--- src/rtl/seg_disp_driver.sv ---
// Multiplexed 4-digit common-anode 7-segment driver: hex nibble split or sequential
// double-dabble decimal conversion, with an atomically updated display register.
module seg_disp_driver #(
  parameter int REFRESH_DIV = 50000,
  parameter int DATA_W      = 16
) (
  input  logic              clk,
  input  logic              rst_n,
  input  logic              in_valid,
  output logic              in_ready,
  input  logic [DATA_W-1:0] in_data,
  input  logic              in_base,
  input  logic              blank_lz,
  output logic [6:0]        seg_n,
  output logic              dp_n,
  output logic [3:0]        an_n,
  output logic              ovf
);

  localparam int SH_W = 20 + DATA_W;
  localparam int CNT_W = (REFRESH_DIV > 2) ? $clog2(REFRESH_DIV) : 1;
  localparam logic [CNT_W-1:0] CNT_LAST = CNT_W'(REFRESH_DIV - 1);
  localparam logic [4:0] ITER_LAST = 5'(DATA_W - 1);

  typedef enum logic [1:0] {IDLE, CONV, LATCH} state_t;

  state_t            state;
  logic [DATA_W-1:0] data_q;
  logic              base_q;
  logic              blz_q;
  logic [SH_W-1:0]   dd_q;
  logic [4:0]        iter_q;
  logic [6:0]        disp_q [4];
  logic              disp_hex_q;

  logic [SH_W-1:0]   dd_adj;
  logic [SH_W-1:0]   dd_next;
  logic [3:0]        dig [4];
  logic [6:0]        new_seg [4];
  logic              top_nz;
  logic              nz_above;
  logic [3:0]        blank;

  logic [CNT_W-1:0]  scan_cnt;
  logic [1:0]        idx;
  logic [1:0]        idx_next;

  // Handshake: a value transfers on a rising clk edge when in_valid && in_ready;
  // in_ready is high only in IDLE and an offer made while busy is simply not taken.
  assign in_ready = (state == IDLE);

  function automatic logic [6:0] seg_lut(input logic [3:0] d);
    case (d)
      4'h0: seg_lut = 7'h3F;
      4'h1: seg_lut = 7'h06;
      4'h2: seg_lut = 7'h5B;
      4'h3: seg_lut = 7'h4F;
      4'h4: seg_lut = 7'h66;
      4'h5: seg_lut = 7'h6D;
      4'h6: seg_lut = 7'h7D;
      4'h7: seg_lut = 7'h07;
      4'h8: seg_lut = 7'h7F;
      4'h9: seg_lut = 7'h6F;
      4'hA: seg_lut = 7'h77;
      4'hB: seg_lut = 7'h7C;
      4'hC: seg_lut = 7'h39;
      4'hD: seg_lut = 7'h5E;
      4'hE: seg_lut = 7'h79;
      default: seg_lut = 7'h71;
    endcase
  endfunction

  // One double-dabble iteration: add 3 to every BCD nibble >= 5, then shift left.
  always_comb begin
    dd_adj = dd_q;
    for (int k = 0; k < 5; k++) begin
      if (dd_q[DATA_W + 4*k +: 4] >= 4'd5)
        dd_adj[DATA_W + 4*k +: 4] = dd_q[DATA_W + 4*k +: 4] + 4'd3;
    end
    dd_next = {dd_adj[SH_W-2:0], 1'b0};
  end

  always_comb begin
    top_nz   = base_q && (dd_q[SH_W-1 -: 4] != 4'd0);
    nz_above = 1'b0;
    blank    = 4'b0000;
    for (int k = 0; k < 4; k++)
      dig[k] = base_q ? dd_q[DATA_W + 4*k +: 4] : data_q[4*k +: 4];
    for (int k = 3; k >= 1; k--) begin
      nz_above = nz_above | (dig[k] != 4'd0);
      blank[k] = blz_q && !nz_above;
    end
    for (int k = 0; k < 4; k++) begin
      if (top_nz)
        new_seg[k] = ~7'h40;
      else if (blank[k])
        new_seg[k] = 7'h7F;
      else
        new_seg[k] = ~seg_lut(dig[k]);
    end
  end

  always_ff @(posedge clk or negedge rst_n) begin
    if (!rst_n) begin
      state      <= IDLE;
      data_q     <= '0;
      base_q     <= 1'b0;
      blz_q      <= 1'b0;
      dd_q       <= '0;
      iter_q     <= '0;
      disp_hex_q <= 1'b0;
      ovf        <= 1'b0;
      for (int k = 0; k < 4; k++) disp_q[k] <= 7'h7F;
    end else begin
      case (state)
        IDLE: begin
          if (in_valid) begin
            data_q <= in_data;
            base_q <= in_base;
            blz_q  <= blank_lz;
            if (in_base) begin
              dd_q   <= {20'd0, in_data};
              iter_q <= '0;
              state  <= CONV;
            end else begin
              state  <= LATCH;
            end
          end
        end
        CONV: begin
          dd_q   <= dd_next;
          iter_q <= iter_q + 5'd1;
          if (iter_q == ITER_LAST) state <= LATCH;
        end
        LATCH: begin
          disp_q     <= new_seg;
          disp_hex_q <= !base_q;
          ovf        <= top_nz;
          state      <= IDLE;
        end
        default: state <= IDLE;
      endcase
    end
  end

  assign idx_next = idx + 2'd1;

  // Scan outputs refresh only on the slot wrap, for the slot being entered.
  always_ff @(posedge clk or negedge rst_n) begin
    if (!rst_n) begin
      scan_cnt <= '0;
      idx      <= 2'd0;
      an_n     <= 4'b1110;
      seg_n    <= 7'h7F;
      dp_n     <= 1'b1;
    end else if (scan_cnt == CNT_LAST) begin
      scan_cnt <= '0;
      idx      <= idx_next;
      an_n     <= ~(4'b0001 << idx_next);
      seg_n    <= disp_q[idx_next];
      dp_n     <= !((idx_next == 2'd0) && disp_hex_q);
    end else begin
      scan_cnt <= scan_cnt + CNT_W'(1);
    end
  end

endmodule

--- config.mk ---
export PLATFORM = sky130hd
export DESIGN_NAME = seg_disp_driver
export DESIGN_NICKNAME = d
export VERILOG_FILES = /design/src/rtl/seg_disp_driver.sv
export SDC_FILE = /design/constraint.sdc
export NUM_CORES = 1
export LEC_CHECK = 0
export ABC_AREA = 1
export ABC_CLOCK_PERIOD_IN_PS = 2100
export CAP_MARGIN = 15
export CELL_PAD_IN_SITES_DETAIL_PLACEMENT = 0
export CELL_PAD_IN_SITES_GLOBAL_PLACEMENT = 1
export CORE_ASPECT_RATIO = 0.9
export CORE_MARGIN = 8
export CORE_UTILIZATION = 35
export CTS_BUF_LIST = sky130_fd_sc_hd__clkbuf_8 sky130_fd_sc_hd__clkbuf_16
export DETAILED_ROUTE_END_ITERATION = 8
export HOLD_SLACK_MARGIN = 0.02
export PLACE_DENSITY = 0.72
export SYNTH_ARGS = -nofsm -noshare
export SYNTH_HDL_FRONTEND = slang
export SYNTH_SLANG_ARGS = --single-unit
export TNS_END_PERCENT = 50
--- constraint.sdc ---
create_clock -name clk -period 2.1 [get_ports clk]
set_clock_uncertainty 0.05 [all_clocks]
set_input_delay 0.42 -clock clk [delete_from_list [all_inputs] [get_ports clk]]
set_output_delay 0.42 -clock clk [all_outputs]
set_load 0.005 [all_outputs]
Word level (Yosys, flattened, before mapping) --
Memories as Yosys holds them, arrays and structs flattened. Cells that the tools add are included.
Storage, ports and cells: memories kept 4, flip-flop bits (word level) 121, logic and storage cells 108, ROM bits 448, output and inout port bits 14, input bits 21
Operators by class: bitwise gates (word level) 8, magnitude comparators 6, eq/ne operators 7, shifts and indexed selects 1, reductions and logical operators 20, add/sub/neg operators 8, mux-type cells 37
Memories:
- (name not given) | words 16, width 7, rd ports 1, clocked after Yosys merged registers in 0, wr ports 0, line 53 | case (d)
- (name not given) | words 16, width 7, rd ports 1, clocked after Yosys merged registers in 0, wr ports 0, line 53
- (name not given) | words 16, width 7, rd ports 1, clocked after Yosys merged registers in 0, wr ports 0, line 53
- (name not given) | words 16, width 7, rd ports 1, clocked after Yosys merged registers in 0, wr ports 0, line 53
Operators by type and width (number):
- 2-to-1 mux 7 bit | 16
- 2-to-1 mux 36 bit | 2
- one-hot mux 36 bit (2 select lines) | 1
- 2-to-1 mux 4 bit | 8
- NOT 7 bit | 4
- >= comparator 4 x 3 -> 1 bit (second input constant) | 5
- adder 16 x 1 -> 16 bit (second input constant) | 1
- adder 4 x 2 -> 4 bit (second input constant) | 4
- equality test 16 bit (second input constant) | 1
- 2-to-1 mux 16 bit | 1
- nonzero test 4 bit | 4
- binary-select mux 7 bit (select 2 bit) | 1
- 2-to-1 mux 5 bit | 2
- one-hot mux 5 bit (2 select lines) | 1
- 2-to-1 mux 2 bit | 3
- adder 5 x 1 -> 5 bit (second input constant) | 1
- equality test 5 x 4 -> 1 bit (second input constant) | 1
- logical AND 1 bit | 5
- zero test 1 bit | 5
- zero test 2 bit | 2
- inequality test 2 bit (second input constant) | 2
- NOT 4 bit | 1
- one-hot mux 2 bit (2 select lines) | 1
- AND reduction 2 bit | 2
- other kinds (12) | 13

Logic depth before layout (Yosys ltp) --
Gate-level depths: netlist of run 1.
depth in word-level cells 11, gate-level depth with buffers 15, mapped depth without buffers 13

Worst setup path before layout of run 1 --
Ideal clock, no wire load.
path type register -> register, from register idx[0], to register seg_n[6], path buffers 3, cell stages (with the launch flop) 10, library setup time 60 ps, required time 1990 ps, arrival 1788 ps, period minus slack after synthesis 1898 ps, setup slack 202 ps, cells stage by stage dfrtp_1 -> clkbuf_1 -> inv_1 -> buf_2 -> ha_1 -> clkbuf_1 -> o21ai_0 -> o22ai_1 -> nand2_1 -> nand2_1
On the way: word-level cells in the longest chain between the ends 5
Ends and longest elaborated chain:
- start, declared | line 45 | logic [1:0] idx;
- start signal, assigned | line 158 | idx <= idx_next;
- adder 2 x 1 -> 2 bit | line 146 | assign idx_next = idx + 2'd1;
- named net idx_next[0] | line 46 | logic [1:0] idx_next;
- NOT 2 -> 3 bit (implied by the code) | line 160 | seg_n <= disp_q[idx_next];
- binary-select mux 7 bit (select 2 bit) | line 160
- 2-to-1 mux 7 bit (implied by the code) (2 in a row) | line 160
- end signal, assigned | line 160
- end, declared | line 14 | output logic [6:0] seg_n,
The timed path passes the listed nets, and every way through them passes these cells. The select of a mux whose other input is x is not followed. A chain may end at the register's enable or synchronous reset.

Worst setup path after layout of run 1 --
from register state[0], to output port in_ready
On the way: word-level cells in the longest chain between the ends 1
Ends and longest elaborated chain:
- start, declared | line 27 | state_t state;
- start signal, assigned | line 105 | state <= IDLE;
- start signal, assigned | line 124 | state <= CONV;
- start signal, assigned | line 126 | state <= LATCH;
- zero test 2 bit | line 50 | assign in_ready = (state == IDLE);
- end, declared | line 10 | output logic in_ready,
No other way between the ends.

==> results.toml, run 1 <==
[floorplan]
die_h_um = 151
core_area_mm2 = 0.0199
rows = 49
initial_utilization = 0.355
die-width_um = 166
die_area_mm2 = 0.0249
io_pins = 35

[drt]
firstDrtPassIters = 5
avgViaCountPerCell = 4.73
routedLengthMet1_um = 8840
route.met2.wl_um = 6730
wl_per_cell_um = 13.4
drc = 0
highest_layer = "met4"
wirelength_um = 16400
drtIter0Drc = 362
final_antenna_net_count = 0
wl_met3_um = 683
vias = 5774

[synth]
synthesis.nets = 967
synth_common_cells = "231 x nand2_1, 112 x inv_1, 102 x nor2_1"
syn-instance-count = 905
synth_edf_count = 0
synth_seq_cells = 121
syn_avg_cell_area_um2 = 7.79
yosysSeqAreaShare = 0.437
ys.warnings.count = 0
synthTopCellsByArea = "dfrtp_1 29%, dfstp_2 15%, nand2_1 12%"
synth-main-ff-cell = "dfrtp_1"
synth_area_mm2 = 0.00705
ys_async_sr_fraction = 1.00
yosysTopAreaCellShare = 0.291
yosysMostFrequentCell = "nand2_1"
synth.largest_area_cell = "dfrtp_1"
ys_types = 40

[hold_path]
hold_depth = 2
min_path_type = "reg2reg"

[clock_tree]
path_clk_slew_ns = 0.06
cts_root_buf = "clkbuf_16"
clk_latency_ns = 0.41
cts_setup_buffers = 0
cts_tree = "built"
clkSinkCount = 121
htree_levels = 4
clock_path_buffers = 2
cts_buffers = 17

[cells_and_area]
areaGrowthSynthToFinish_pct = 18.2
drive_above_1_share = 0.141
fin_util = 0.419
fin_cells = 1221
nets = 1015
fillers = 2043
num_antenna_cells = 0

[critical_path]
r2r_slack_ns = 0.14
critical_path_arrival_ns = 1.54
start_kind = "register"
cp-end-kind = "output port"
worstReg2RegStart = "base_q$_DFFE_PN0P_"
critPathLaunch = "state[0]$_DFFE_PN0P_"
path_cells = "nor2_1, clkdlybuf4s50_1"
cpPeakStageDelay_ns = 0.52
path_max_fanout = 5
worstPathRequired_ns = 1.63
endpoint = "in_ready"
r2r-end = "disp_q[6]$_DFFE_PN1N_"
path_class = "reg2out"
reg2regPathDepth = 11
slowest_stage = "clkdlybuf4s50_1"

[run]
maxCapViolCount = 0

[place]
dp_hpwl_um = 12200
portBuffers = 34
pre_cts_slack_ns = 0.162
dp.cells = 1188
gp_congestion = 0.797

[timing]
rsz0062_at_grt = "false"
finalHoldViolCount = 0
min_period_ns = 2.01
worst_pin_slew_ns = 0.531
setup_viol = 0
fin_ws_ns = 0.0935
slew_headroom = 0.646
max_freq_mhz = 498
setup_tns_ns = 0
slew_violations = 0
finalCritPeriodShare = 0.955

[grt]
grtUsageTotal = 0.139
grt_overflow_total = 0
antenna_found_initial = 0
grt_pass1_wl_um = 28100
grt_pass1_vias = 5571
grt_max_degree = 56

[status]
status = "completed"

[power_and_ir_drop]
power_leakage_nw = 3.93
irDropWorstVdd_uv = 704
p_per_area_mw_per_mm2 = 1440
-- worst min path at each step --
| stage | from | endpoint | slack [ns] |
|---|---|---|---|
| floorplan | rst_n | an_n[0]$_DFFE_PN0N_ | 0.07 |
| global placement | rst_n | scan_cnt[13]$_DFF_PN0_ | 0.39 |
| detailed placement | rst_n | scan_cnt[13]$_DFF_PN0_ | 0.39 |
| CTS | seg_n[1]$_DFFE_PN1N_ | seg_n[1]$_DFFE_PN1N_ | 0.42 |
| global route | seg_n[6]$_DFFE_PN1N_ | seg_n[6]$_DFFE_PN1N_ | 0.44 |
| finish | seg_n[1]$_DFFE_PN1N_ | seg_n[1]$_DFFE_PN1N_ | 0.41 |
-- per-stage QoR --
step / hold WS (ns) / cell area, um2 / total power (W)
global route: 0.438 / 8330 / 0.0131
floorplan: 0.0744 / 7050 / 0.00778
CTS: 0.416 / 8320 / 0.0121
detailed placement: 0.390 / 7760 / 0.00931
finish: 0.413 / 8330 / 0.0120
global placement: 0.389 / 7760 / 0.00931
-- kinds of logic (layout without fill, tap and decap cells) --
family | after synthesis | after routing | synth area share
simple gates | 423 | 423 | 0.254
compound gates | 154 | 154 | 0.131
buf+inv | 150 | 211 | 0.0866
xor+xnor | 16 | 16 | 0.0199
flops | 121 | 121 | 0.437
fa+ha+maj | 41 | 41 | 0.0728
-- state kept, by name (all words and copies together) (netlist names) --
signal / cells
idx: 2
state: 2
an_n: 4
dd_q: 36
dp_n: 1
seg_n: 7
ovf: 1
disp_hex_q: 1
disp_q: 28
data_q: 16
scan_cnt: 16
iter_q: 5
base_q: 1
blz_q: 1
-- metal layers --
| layer | vias up | global-route usage |
|---|---|---|
| li1 | 3003 | - |
| met1 | 2644 | 0.208 |
| met2 | 119 | 0.195 |
| met3 | 8 | 0.0317 |
| met4 | 0 | 0.0410 |
| met5 | - | 0 |
-- critical path, delay by kind of cell (launching register included) --
family / cells / cell delay (ns)
AND/OR/NAND/NOR: 1 / 0.14
buffers and inverters: 1 / 0.52
flip-flops: 1 / 0.46
-- cells in the final DEF (no fill, tap or decap), types with 4 or more instances in the layout --
master and instances:
a21oi_1 26, buf_4 21, inv_2 7, nand2_4 4, o22ai_1 13, o21ai_2 6, o211ai_1 5, nand3_1 51
nand4_1 4, xor2_1 14, nor2_1 101, o221ai_1 15, o21ai_0 72, clkinvlp_4 6, inv_1 114, nor2_2 4
clkdlybuf4s50_1 33, o32ai_1 5, nand2_2 12, ha_1 41, clkbuf_16 17, dfstp_2 39, nand2_1 229, nor3_1 8
o21ai_1 7, dfrtp_1 82
-- repair_timing --
item,in CTS,in global routing
gates resized for setup,0,5
endpoints found under the hold margin,18,0
setup endpoints to repair,0,8
hold buffers,1,0
-- report_power, final --
group | total [W] | switching [W] | internal (W) | leakage (nW)
Combinational | 0.00558 | 0.00361 | 0.00196 | 2.20
Clock | 0.00269 | 0.00106 | 0.00163 | 0.260
Sequential | 0.00372 | 0.000429 | 0.00329 | 1.47
-- layout make-up --
class	count	area (um2)	area share
clock inverter	14	110	0.0132
multi-input combinational	634	3370	0.404
tap	255	319	0.0383
sequential	121	3080	0.369
inverter	121	457	0.0548
clock buffer	18	439	0.0527
timing repair buffer	58	558	0.0670
Note: power is estimated with default switching activity, not from simulation.
==> inputs of run 2 (changes only) <==
--- a/config.mk
+++ b/config.mk
@@ -12,11 +12,11 @@
 export CELL_PAD_IN_SITES_GLOBAL_PLACEMENT = 1
 export CORE_ASPECT_RATIO = 0.9
 export CORE_MARGIN = 8
-export CORE_UTILIZATION = 35
+export CORE_UTILIZATION = 31
 export CTS_BUF_LIST = sky130_fd_sc_hd__clkbuf_8 sky130_fd_sc_hd__clkbuf_16
 export DETAILED_ROUTE_END_ITERATION = 8
 export HOLD_SLACK_MARGIN = 0.02
-export PLACE_DENSITY = 0.72
+export PLACE_DENSITY = 0.66
 export SYNTH_ARGS = -nofsm -noshare
 export SYNTH_HDL_FRONTEND = slang
 export SYNTH_SLANG_ARGS = --single-unit
==> run 2 against run 1 <==
  * Cell count up 3.5%
  * Die area up 12%
  * Flip-flop and latch count unchanged
  * First-iteration DRC count up 3.9%
  * Largest cell class unchanged
  * Clock power up 8.6%
  * Critical endpoint unchanged
  * Core utilization down 4.2 points
==> results.toml, run 2 (synthesis results as in run 1) <==
[status]
status = "completed"

[floorplan]
core_area_mm2 = 0.0224
die_h_um = 159
io_pins = 35
rows = 52
die_area_mm2 = 0.0278
die-width_um = 175
initial_utilization = 0.315

[run]
maxCapViolCount = 0

[cells_and_area]
fillers = 2365
fin_util = 0.377
num_antenna_cells = 0
layout_common_cells = "229 x nand2_1, 112 x inv_1, 102 x nor2_1, 81 x dfrtp_1, 72 x o21ai_0"
drive_above_1_share = 0.146
top_register = "dd_q"
layout_commonest_cell = "nand2_1"
largest_reg_flops = 36
nets = 1016
ff_latch_area_mm2 = 0.00308
top_regs = "dd_q (36), disp_q (28)"
areaGrowthSynthToFinish_pct = 19.7
multi_input_comb_area_mm2 = 0.00338

[drt]
firstDrtPassIters = 5
drc = 0
final_antenna_net_count = 0
avgViaCountPerCell = 4.56
wirelength_um = 17000
drtIter0Drc = 376
vias = 5758
wl_per_cell_um = 13.4

[grt]
grt_pass1_wl_um = 29200
grt_max_degree = 62
grtUsageTotal = 0.127
grt_overflow_total = 0
antenna_found_initial = 0
grt_pass1_vias = 5756

[critical_path]
worstPathRequired_ns = 1.63
path_class = "reg2out"
cp-end-kind = "output port"
critical_path_arrival_ns = 1.52
start_kind = "register"
path_max_fanout = 5

[power_and_ir_drop]
power.total_w = 0.0123
irDropWorstVdd_uv = 668
power_leakage_nw = 3.95
p_per_area_mw_per_mm2 = 1450

[timing]
setup_viol = 0
min_period_ns = 1.99
setup_tns_ns = 0
slew_violations = 0
finalHoldViolCount = 0
slew_headroom = 0.668
worst_pin_slew_ns = 0.493
max_freq_mhz = 502
rsz0062_at_grt = "false"
finalCritPeriodShare = 0.949
fin_ws_ns = 0.107

[clock_tree]
cts_buffers = 17
path_clk_slew_ns = 0.06
cts_tree = "built"
clkSinkCount = 121
cts_setup_buffers = 0
htree_levels = 4
clock_path_buffers = 2
cts_root_buf = "clkbuf_16"
clk_latency_ns = 0.43

[place]
pre_cts_slack_ns = 0.151
portBuffers = 34
dp_hpwl_um = 12300
gp_congestion = 0.819

[hold_path]
min_path_type = "in2async"
==> run 2: cell types whose count changed in the layout (fill, tap and decap cells not counted), sizes merged <==
cell,previous run,this run
buf,24,25
bufinv,1,2
clkinv,6,7
clkinvlp,6,5
inv,122,121
==> run 2: per-layer routing <==
metal,up-vias,wire (um),track usage,part of all wire
met5,-,0,0,0
met4,0,194,0.0374,0.011
met3,15,613,0.0296,0.036
met2,97,6910,0.180,0.41
met1,2627,9260,0.187,0.55
li1,3019,-,-,-
==> run 2: power by group <==
group	internal (W)	switching, W
clock network	0.00178	0.00114
registers	0.00329	0.000454
logic	0.00197	0.00362
==> run 2: timing repair <==
item / in CTS / in global routing
hold buffers: 1 / 0
gates resized for setup: 0 / 6
endpoints found under the setup margin: 0 / 8
endpoints found under the hold margin: 9 / 0
==> run 2: area by class of cell <==
type                            count  share of cell area
Multi-Input combinational cell    634               0.400
Sequential cell                   121               0.365
Timing Repair Buffer               59              0.0670
Inverter                          121              0.0538
Clock buffer                       18              0.0521
Tap cell                          297              0.0441
Clock inverter                     14              0.0178
==> run 2: worst max-delay path, stage by stage (launching register included) <==
cell and delay (ns):
dfrtp_2 0.47, nor2_1 0.12, clkdlybuf4s50_1 0.51
==> run 2: final timing paths <==
check                                           from                      to  slack (ns)  cells past startpoint
worst max-delay path            state[0]$_DFFE_PN0P_                in_ready        0.11                      2
worst min-delay path                           rst_n  scan_cnt[13]$_DFF_PN0_        0.40                      2
worst max register to register    base_q$_DFFE_PN0P_  disp_q[23]$_DFFE_PN1N_        0.17                      8
worst min register to register  seg_n[2]$_DFFE_PN1N_    seg_n[2]$_DFFE_PN1N_        0.41                      2
max in group asynchronous                      rst_n    dd_q[26]$_DFFE_PN0P_        0.92                      3
min in group clk                seg_n[2]$_DFFE_PN1N_    seg_n[2]$_DFFE_PN1N_        0.41                      2
==> run 2: through the flow <==
stage	area (um2)	std cells	hold slack, ns
finish	8440	1264	0.401
floorplan	7050	905	0.0744
detailed placement	7820	1231	0.320
CTS	8420	1264	0.408
global route	8440	1264	0.439
global placement	7820	1231	0.323
